## config.mk

```make
export PLATFORM = sky130hd
export DESIGN_NAME = prog_sequencer
export DESIGN_NICKNAME = d
export VERILOG_FILES = /design/src/rtl/seq_pkg.sv /design/src/rtl/seq_watchdog.sv /design/src/rtl/prog_sequencer.sv
export SDC_FILE = /design/constraint.sdc
export NUM_CORES = 1
export LEC_CHECK = 0
export CORE_ASPECT_RATIO = 1.1
export CORE_MARGIN = 2
export CORE_UTILIZATION = 23
export DETAILED_ROUTE_END_ITERATION = 8
export PLACE_DENSITY_LB_ADDON = 0.15
export SYNTH_ARGS = -nofsm -noshare
export SYNTH_HDL_FRONTEND = slang
export SYNTH_SLANG_ARGS = --single-unit
```

## constraint.sdc

```tcl
create_clock -name i_clk -period 3.01 [get_ports i_clk]
set_input_delay 0.7525 -clock i_clk [delete_from_list [all_inputs] [get_ports i_clk]]
set_output_delay 0.7525 -clock i_clk [all_outputs]
set_load 0.005 [all_outputs]
```

## src/rtl/seq_pkg.sv

```systemverilog
// rtl/seq_pkg.sv - shared state enum, program entry table and strobe encodings for prog_sequencer
package seq_pkg;

   // Sequencer states
   typedef enum logic [1:0] {
      ST_IDLE   = 2'd0,
      ST_LAUNCH = 2'd1,
      ST_RUN    = 2'd2,
      ST_DONE   = 2'd3
   } seq_state_t;

   // Entry address of each program in the series
   localparam int          ENTRY_COUNT  = 3;
   localparam logic [10:0] ENTRY_PROG0  = 11'h000;
   localparam logic [10:0] ENTRY_PROG1  = 11'h100;
   localparam logic [10:0] ENTRY_PROG2  = 11'h200;

   // Start/Done strobe encodings
   localparam logic START_ON  = 1'b1;
   localparam logic START_OFF = 1'b0;
   localparam logic DONE_ON   = 1'b1;
   localparam logic DONE_OFF  = 1'b0;

   // Any index outside the populated part of the series falls back to program 0
   function automatic logic [10:0] entry_lookup(input logic [1:0] idx, input int num_progs);
      logic [10:0] addr;
      case (idx)
         2'd1:    addr = ENTRY_PROG1;
         2'd2:    addr = ENTRY_PROG2;
         default: addr = ENTRY_PROG0;
      endcase
      if (int'(idx) >= num_progs || int'(idx) >= ENTRY_COUNT) begin
         addr = ENTRY_PROG0;
      end
      return addr;
   endfunction

endpackage

```

## src/rtl/seq_watchdog.sv

```systemverilog
// rtl/seq_watchdog.sv - RUN-state cycle counter flagging expiry at WDOG_CYCLES-1
module seq_watchdog #(
   parameter int WDOG_CYCLES = 4096
) (
   input  logic i_clk,
   input  logic i_reset,
   input  logic i_clear,
   input  logic i_enable,
   output logic o_expired
);

   localparam int CW = (WDOG_CYCLES > 1) ? $clog2(WDOG_CYCLES) : 1;

   logic [CW-1:0] r_count;
   logic          w_at_limit;

   assign w_at_limit = (r_count == CW'(WDOG_CYCLES - 1));
   assign o_expired  = i_enable && w_at_limit;

   // Count enabled cycles from 0; hold at the limit, restart whenever cleared
   always_ff @(posedge i_clk) begin
      if (i_reset || i_clear) begin
         r_count <= '0;
      end else if (i_enable && !w_at_limit) begin
         r_count <= r_count + 1'b1;
      end
   end

endmodule

```

## src/rtl/prog_sequencer.sv

```systemverilog
// rtl/prog_sequencer.sv - program series sequencer (IDLE/LAUNCH/RUN/DONE); optional watchdog via SEQ_WATCHDOG_EN
module prog_sequencer
   import seq_pkg::*;
#(
   parameter int NUM_PROGS    = 3,
   parameter int START_CYCLES = 2,
   parameter int WDOG_CYCLES  = 4096
) (
   input  logic        i_clk,
   input  logic        i_reset,
   input  logic        i_req,
   input  logic        i_halt,
   input  logic [10:0] i_prog_ctr,
   output logic        o_start,
   output logic [10:0] o_entry_addr,
   output logic [1:0]  o_prog_idx,
   output logic        o_done,
   output logic        o_err,
   output logic [10:0] o_last_pc
);

   seq_state_t  r_state, w_next_state;
   logic [3:0]  r_launch_cnt, w_launch_cnt;
   logic [1:0]  r_prog_idx, w_prog_idx;
   logic [10:0] r_last_pc, w_last_pc;
   logic        r_start, w_start;
   logic        r_done, w_done;
   logic        r_err, w_err;
   logic        w_timeout;

`ifdef SEQ_WATCHDOG_EN
   seq_watchdog #(
      .WDOG_CYCLES (WDOG_CYCLES)
   ) u_watchdog (
      .i_clk     (i_clk),
      .i_reset   (i_reset),
      .i_clear   (r_state != ST_RUN),
      .i_enable  (r_state == ST_RUN),
      .o_expired (w_timeout)
   );
`else
   assign w_timeout = 1'b0;
`endif

   // State and registered outputs; reset overrides everything
   always_ff @(posedge i_clk) begin
      if (i_reset) begin
         r_state      <= ST_IDLE;
         r_launch_cnt <= 4'd0;
         r_prog_idx   <= 2'd0;
         r_last_pc    <= 11'd0;
         r_start      <= START_ON;
         r_done       <= DONE_OFF;
         r_err        <= 1'b0;
      end else begin
         r_state      <= w_next_state;
         r_launch_cnt <= w_launch_cnt;
         r_prog_idx   <= w_prog_idx;
         r_last_pc    <= w_last_pc;
         r_start      <= w_start;
         r_done       <= w_done;
         r_err        <= w_err;
      end
   end

   // Next state and next values of the registered outputs
   always_comb begin
      w_next_state = r_state;
      w_launch_cnt = r_launch_cnt;
      w_prog_idx   = r_prog_idx;
      w_last_pc    = r_last_pc;
      w_err        = r_err;
      case (r_state)
         ST_IDLE: begin
            if (i_req) begin
               w_next_state = ST_LAUNCH;
               w_launch_cnt = 4'(START_CYCLES - 1);
            end
         end
         ST_LAUNCH: begin
            if (r_launch_cnt == 4'd0) begin
               w_next_state = ST_RUN;
            end else begin
               w_launch_cnt = r_launch_cnt - 4'd1;
            end
         end
         ST_RUN: begin
            // Halt beats a simultaneous timeout
            if (i_halt) begin
               w_next_state = ST_DONE;
               w_err        = 1'b0;
               w_last_pc    = i_prog_ctr;
            end else if (w_timeout) begin
               w_next_state = ST_DONE;
               w_err        = 1'b1;
               w_last_pc    = i_prog_ctr;
            end
         end
         ST_DONE: begin
            if (!i_req) begin
               w_next_state = ST_IDLE;
               w_prog_idx   = (int'(r_prog_idx) >= NUM_PROGS - 1) ? 2'd0 : r_prog_idx + 2'd1;
            end
         end
         default: w_next_state = ST_IDLE;
      endcase
      w_start = (w_next_state == ST_RUN)  ? START_OFF : START_ON;
      w_done  = (w_next_state == ST_DONE) ? DONE_ON   : DONE_OFF;
   end

   assign o_start      = r_start;
   assign o_done       = r_done;
   assign o_err        = r_err;
   assign o_prog_idx   = r_prog_idx;
   assign o_last_pc    = r_last_pc;
   assign o_entry_addr = entry_lookup(r_prog_idx, NUM_PROGS);

endmodule

```

## Word-level counts from Yosys, hierarchy flattened

Cells that the tools add are included.

| storage, ports and cells | value |
|---|---|
| bits in read-only memories | 0 |
| latch bits | 0 |
| memories kept | 0 |
| word-level logic and storage cells | 39 |
| input port bits | 15 |
| output and inout port bits | 27 |
| register bits after elaboration | 21 |
| bits in writable memories | 0 |

| operators by class | value |
|---|---|
| magnitude comparators | 2 |
| reductions and logical operators | 6 |
| $mul | 0 |
| equal/unequal tests | 9 |
| shift operators | 0 |
| bitwise gates (word level) | 1 |
| add/sub/neg operators | 2 |
| mux-type cells | 13 |
| divide/modulo/power cells | 0 |

Operator list:

| cell | number |
|---|---|
| 10-bit one-hot mux with 2 select lines | 1 |
| 11-bit 2-to-1 mux | 1 |
| 2-bit == test, second input constant | 5 |
| 2-bit 2-to-1 mux | 5 |
| 4-bit 2-to-1 mux | 2 |
| 2-bit one-hot mux with 4 select lines | 1 |
| 4-bit one-hot mux with 2 select lines | 1 |
| 2-bit by 1-bit == test with 1-bit output, second input constant | 2 |
| 2-bit >= comparator, second input constant | 2 |
| 4-bit zero test | 1 |
| 2-bit != test, second input constant | 2 |
| 2-bit AND reduction | 2 |
| 4-bit by 1-bit subtractor with 4-bit output, second input constant | 1 |
| 3-bit AND reduction | 1 |
| 2-bit by 1-bit adder with 2-bit output, second input constant | 1 |
| 2-bit zero test | 1 |
| 1-bit 2-to-1 mux | 2 |
| 2-bit nonzero test | 1 |
| 1-bit NOT | 1 |

## Logic depth before layout (Yosys ltp)

Gate-level depths: netlist of run 1.

| logic depth | value |
|---|---|
| depth in word-level cells | 5 |
| mapped depth | 5 |
| mapped depth without buffers | 5 |

## Worst setup path before layout of run 1

OpenSTA, ideal clock, no wires.

| path | value |
|---|---|
| kind | input -> register |
| start point | input port i_req |
| end point | register r_launch_cnt[3] |
| data arrival time | 1.430 ns |
| buffers on the path | 0 |
| cell stages on the path | 3 |
| data required time | 2.940 ns |
| setup slack | 1.510 ns |
| setup time | 0.070 ns |
| path through | o21bai_1 -> or4_1 -> a21oi_1 |

| on the way | value |
|---|---|
| cells in the longest elaborated chain, start to end | 2 |

Ends and longest elaborated chain:

| element | line | RTL |
|---|---|---|
| start, declared | prog_sequencer.sv:11 | `input logic i_req,` |
| 2-bit != test (no source line) | - |  |
| 3-bit AND reduction (no source line) | - |  |
| end signal, assigned | prog_sequencer.sv:57 | `r_launch_cnt <= w_launch_cnt;` |
| end, declared | prog_sequencer.sv:23 | `logic [3:0] r_launch_cnt, w_launch_cnt;` |

Every way passes these cells.
A chain may end at the register's enable or synchronous reset.

## Worst setup path after layout of run 1

| path | value |
|---|---|
| start point | register r_prog_idx[0], in the netlist o_prog_idx[0] |
| end point | output port o_entry_addr[8] |

| on the way | value |
|---|---|
| cells in the longest elaborated chain, start to end | 3 |
| elaborated cells on any way between the ends | 5 |
| classes of those cells | 1 x order compare; 2 x eq/ne; 2 x mux |

Ends and longest elaborated chain:

| element | line | RTL |
|---|---|---|
| start, declared | prog_sequencer.sv:24 | `logic [1:0] r_prog_idx, w_prog_idx;` |
| start signal, assigned | prog_sequencer.sv:58 | `r_prog_idx <= w_prog_idx;` |
| 2-bit == test / 2-bit by 1-bit == test with 1-bit output (equally long branches) | seq_pkg.sv:27 | `case (idx)` |
| 10-bit one-hot mux with 2 select lines | seq_pkg.sv:27 |  |
| 11-bit 2-to-1 mux * | seq_pkg.sv:32 | `if (int'(idx) >= num_progs \|\| int'(idx) >= ENTRY_COUNT) begin` |
| end, declared | prog_sequencer.sv:15 | `output logic [10:0] o_entry_addr,` |

Every way passes the cells marked *; elsewhere a longest branch is shown, timed or not.

==> results of run 1 <==
==> report_power, final <==
part / internal [mW] / switching [mW] / leakage [nW] / total (mW)
Clock: 0.0924 / 0.0974 / 0.0255 / 0.190
Combinational: 0.111 / 0.0881 / 0.374 / 0.199
Sequential: 0.312 / 0.0312 / 0.171 / 0.343
==> metrics by stage <==
stage	hold slack (ps)	worst slack (ps)
4_1_cts	493	886
6_report	486	910
2_1_floorplan	457	1510
3_5_place_dp	481	679
3_3_place_gp	476	699
5_1_grt	522	810
==> routing by layer <==
layer  share of wire  track usage  routed length [um]  vias to the layer above
li1                -            -                   -                      381
met1            0.44       0.0997                 863                      348
met2            0.49        0.147                 972                       25
met3           0.038      0.00942                  75                        5
met4           0.031       0.0625                  62                        0
met5               0            0                   0                        -
==> final cells by class <==
type	instances	area share
Tap cell	52	0.0496
Clock buffer	3	0.0315
Clock inverter	1	0.00382
Multi-Input combinational cell	71	0.346
Inverter	4	0.0115
Timing Repair Buffer	31	0.237
Sequential cell	21	0.321
==> final timing paths <==
| path | start | to | slack [ps] | cells after the start |
|---|---|---|---|---|
| max reg2reg | r_launch_cnt[0] | r_launch_cnt[3] | 1450 | 5 |
| max | o_prog_idx[0] | o_entry_addr[8] | 910 | 2 |
| min | r_launch_cnt[1] | r_launch_cnt[1] | 490 | 2 |
| min reg2reg | r_launch_cnt[1] | r_launch_cnt[1] | 490 | 2 |
==> layout by cell type, fill, tap and decap left out <==
cell / n
dfxtp_1: 21
nor3_1: 1
nand2_1: 2
a21oi_1: 6
ha_1: 2
nor3b_1: 1
or4_1: 2
a211oi_1: 1
nor2_1: 14
clkinv_1: 1
o21bai_1: 1
inv_1: 3
mux2i_1: 12
a21o_1: 2
mux2_2: 1
clkbuf_8: 3
conb_1: 10
o31ai_1: 1
and4bb_4: 1
nand3b_1: 4
nand2b_1: 1
clkdlybuf4s50_1: 31
nor2b_1: 2
or2_1: 1
o21ai_0: 3
or3_1: 3
clkinv_2: 1
==> sequential cells by signal, summed over array words and instances, names as in the netlist <==
register,cells
o_last_pc,11
r_launch_cnt,4
o_prog_idx,2
r_state,2
o_done,1
o_start,1
==> logic make-up after synthesis <==
family	share of synthesized area
flops	0.438
buf+inv	0.124
compound gates	0.0861
simple gates	0.185
fa+ha+maj	0.0261
mux	0.137
other cells	0.00391
==> cell usage after synthesis (all sizes together) <==
| library cell | number |
|---|---|
| o31ai | 1 |
| buf | 14 |
| mux2 | 1 |
| nand3b | 4 |
| nand2b | 1 |
| nor2b | 2 |
| or4 | 2 |
| clkinv | 1 |
| dfxtp | 21 |
| conb | 1 |
| ha | 2 |
| nor2 | 14 |
| or2 | 1 |
| clkbuf | 1 |
| inv | 3 |
| o21ai | 3 |
| o21bai | 1 |
| a21o | 2 |
| nor3b | 1 |
| nand2 | 2 |
| a211oi | 1 |
| and4bb | 1 |
| a21oi | 6 |
| or3 | 3 |
| mux2i | 12 |
| nor3 | 1 |
==> worst reg2reg max path: stages, from the launching register on <==
cell      delay (ps)
dfxtp_1          330
inv_1             80
ha_1             220
and4bb_4         220
or4_1            500
a21oi_1          150
==> results.toml, run 1 <==
[status]
status = "completed"

[final_layout]
seqCellArea_um2 = 420
area_growth_pct = 36.6
antenna_cells = 0
fillers = 429
multiInputGateArea_um2 = 454
post-route-util = 0.328
final_area_um2 = 1310
layout-drive-gt1-share = 0.0458
nets = 149
final_cells = 183

[placed_design]
io_buffers = 31
gp_congestion = 0.720
dp_hpwl_mm = 1.47
place_area_um2 = 1260
dp_cells = 179

[sta]
skew_ps = 0.932
relSlewSlack = 0.503
finalSetupViolCount = 0
maxSlewViolCount = 0
worst_pin_slew_ps = 743
fmax_mhz = 476
period_minus_slack_ps = 2100
fin_setup_tns_ps = 0
rsz0062_at_grt = "false"
hold_viol_final = 0
fin_crit_sh = 0.698

[global_route]
grt_max_degree = 21
grt_usage = 0.0866
grt_pass1_vias = 700
antenna_found_initial = 0
grt_pass1_wl_mm = 3.11
overflow = 0

[cts]
cts_resized = 0
postCtsHoldBufs = 0
clock-sinks = 21
path_clk_slew_ps = 80
postCtsSetupBuffers = 0
cts_max_path_buffers = 2
clk_latency_ps = 260
cts-root-buf = "clkbuf_8"
cts.htree.levels = 1
cts_tree = "built"
cts_buffers = 3

[critical_path]
crit_arrival_ps = 1350
worstSetupStartpointType = "register"
crit_type = "register to output pin"
path_cells = "nor2b_1 > clkdlybuf4s50_1"
cp_slowest_cell = "clkdlybuf4s50_1"
cpLargestDelayFamily = "buffers and inverters"
cp_num_buf_inv = 1
slowest_delay_ps = 520
crit_fanout = 5
required_ps = 2260
cp-end-kind = "output pin"

[drt]
drtIter0Drc = 7
via_per_inst = 4.15
drt-wirelength-per-cell_um = 10.8
firstDrtPassIters = 4
drc = 0
routed_wl_mm = 1.97
num_vias = 759
ant_nets = 0

[pwr]
p_leak_nw = 0.570
powerDensity_nw_per_um2 = 558
power.total_mw = 0.732
vdd_drop_max_v = 0.000175

[yosys]
ys_seq_area_frac = 0.438
netlist_instances = 102
synth_top_area_cell = "dfxtp_1"
ys_ff_latch = 21
synth_area_um2 = 960
yosysUniqueCellTypes = 29
yosysTopAreaCellShare = 0.438
avgSynthCellArea_um2 = 9.41
synth_area_leaders = "dfxtp_1 (44%), mux2i_1 (13%), buf_4 (7.8%)"
yosys_warnings = 0

[floorplan]
start_util = 0.240
die_x_um = 65.6
die_h_um = 71.7
core_area_um2 = 3990
ios = 42
die-area_um2 = 4710
row_count = 24

[flow_run]
drv_cap = 0

[min_path]
hold_class = "register to register"
Note: power is estimated with default switching activity, not from simulation.
==> run 2: changes to the inputs <==
Clock period 3.01 ns to 1.8 ns, I/O delays scaled along.
==> run 2 against run 1 <==
Final cell count increased by 2.2%. Die area unchanged. First-iteration DRC count fell by 14%. Clock skew up 1.2 ps. Sequential power up 67%. Largest cell class unchanged.
==> results.toml, run 2 (same netlist as run 1, synthesis figures left out) <==
[pwr]
vdd_drop_max_v = 0.000267
power.total_mw = 1.25
comb_power_share = 0.289
p_switching_mw = 0.368
p_leak_nw = 0.612
seqPwrFrac = 0.459
sw_frac_of_total = 0.294
powerDensity_nw_per_um2 = 920
p_clk_frac = 0.253
internal_power_mw = 0.884

[final_layout]
largest_register_ffs = 11
final_common_cell = "clkdlybuf4s50_1"
layout-drive-gt1-share = 0.0889
final_cell_mix = "clkdlybuf4s50_1 (30), dfxtp_1 (19), nor2_1 (14)"
final_cells = 187
nets = 153
antenna_cells = 0
area_growth_pct = 41.7

[critical_path]
crit_arrival_ps = 1260
cpLargestDelayFamily = "buffers and inverters"
worstSetupStartpointType = "register"
crit_type = "register to output pin"
path_cells = "nor2b_1 > clkdlybuf4s50_1"
slowest_delay_ps = 500
cp_num_buf_inv = 1
crit_fanout = 5
required_ps = 1350
cp_slowest_cell = "clkdlybuf4s50_1"
cp-end-kind = "output pin"

[drt]
drc = 0
drtIter0Drc = 6
firstDrtPassIters = 4
ant_nets = 0
routed_wl_mm = 2.06
via_per_inst = 4.19
num_vias = 784
drt-wirelength-per-cell_um = 11.0

[sta]
fmax_mhz = 585
holdWs_ps = 481
maxSlewViolCount = 0
skew_ps = 2.13
finalSetupViolCount = 0
layout_setup_ws_ps = 91.2
fin_setup_tns_ps = 0
hold_viol_final = 0
period_minus_slack_ps = 1710
rsz0062_at_grt = "false"
fin_crit_sh = 0.949

[cts]
cts_buffers = 3
clock-sinks = 21
cts_max_path_buffers = 2
clk_latency_ps = 260
path_clk_slew_ps = 80
postCtsSetupBuffers = 0
cts-root-buf = "clkbuf_8"
cts_tree = "built"
cts.htree.levels = 1

[flow_run]
drv_cap = 0

[global_route]
grt_pass1_wl_mm = 3.47
antenna_found_initial = 0
grt_max_degree = 12
grt_pass1_vias = 785
overflow = 0
grt_usage = 0.0956

[placed_design]
io_buffers = 31
post-place-ws_ps = 9.05
gp_congestion = 0.781
dp_cells = 183
dp_hpwl_mm = 1.56

[floorplan]
die_x_um = 65.6
core_area_um2 = 3990
ios = 42
die-area_um2 = 4710
die_h_um = 71.7
row_count = 24
start_util = 0.240

[min_path]
hold_class = "register to register"

[status]
status = "completed"
## run 2: final cells by class
cell class	instances	area, um2
repair buffers	35	355
well taps	52	65.1
clock buffers	4	45.0
multi-input cells	71	457
fillers	430	2630
flip-flops and latches	21	423
inverters	4	15.0
## run 2: per-stage QoR
stage               utilization  instance area [um2]
floorplan                     -                  993
global placement          0.327                 1310
detailed placement        0.327                 1310
CTS                       0.340                 1360
global route              0.341                 1360
finish                    0.341                 1360
## run 2: worst min-delay path, stage by stage, from the launching register on
cell     delay [ps]
dfxtp_2         340
nand2_1          50
a21oi_1          50
## run 2: per-layer routing
metal / up-vias / GRT usage / wire length, um
met5: - / 0 / 0
met4: 0 / 0.0625 / 65
met3: 5 / 0.0141 / 51
met2: 21 / 0.160 / 1060
met1: 370 / 0.113 / 875
li1: 388 / - / -
## run 2: path summary, 6_finish.rpt
path              depth (start not counted)         endpoint  slack (ps)            start
setup / recovery                          2  o_entry_addr[9]          90    o_prog_idx[1]
hold / removal                            2    o_prog_idx[0]         480    o_prog_idx[0]
setup reg to reg                          5  r_launch_cnt[3]         250  r_launch_cnt[0]
hold reg to reg                           2    o_prog_idx[0]         480    o_prog_idx[0]
## run 2: power groups by stage
stage               clock, mW  sequential [mW]  combinational, mW
global route            0.345            0.587              0.403
CTS                     0.327            0.574              0.365
finish                  0.316            0.574              0.362
floorplan                   0            0.559              0.268
detailed placement          0            0.584              0.361
global placement            0            0.584              0.358
## run 2: timing repair
item,in CTS,in global routing
hold buffers,0,0
endpoints found under the setup margin,1,2
gates resized for setup,2,2
gates cloned,0,0
==> run 3: changes to the inputs <==
Settings changed: CTS_CLUSTER_SIZE set to 20.
==> results of run 3 <==
Same layout as run 2: the final DEF is identical, and so are final timing and power.
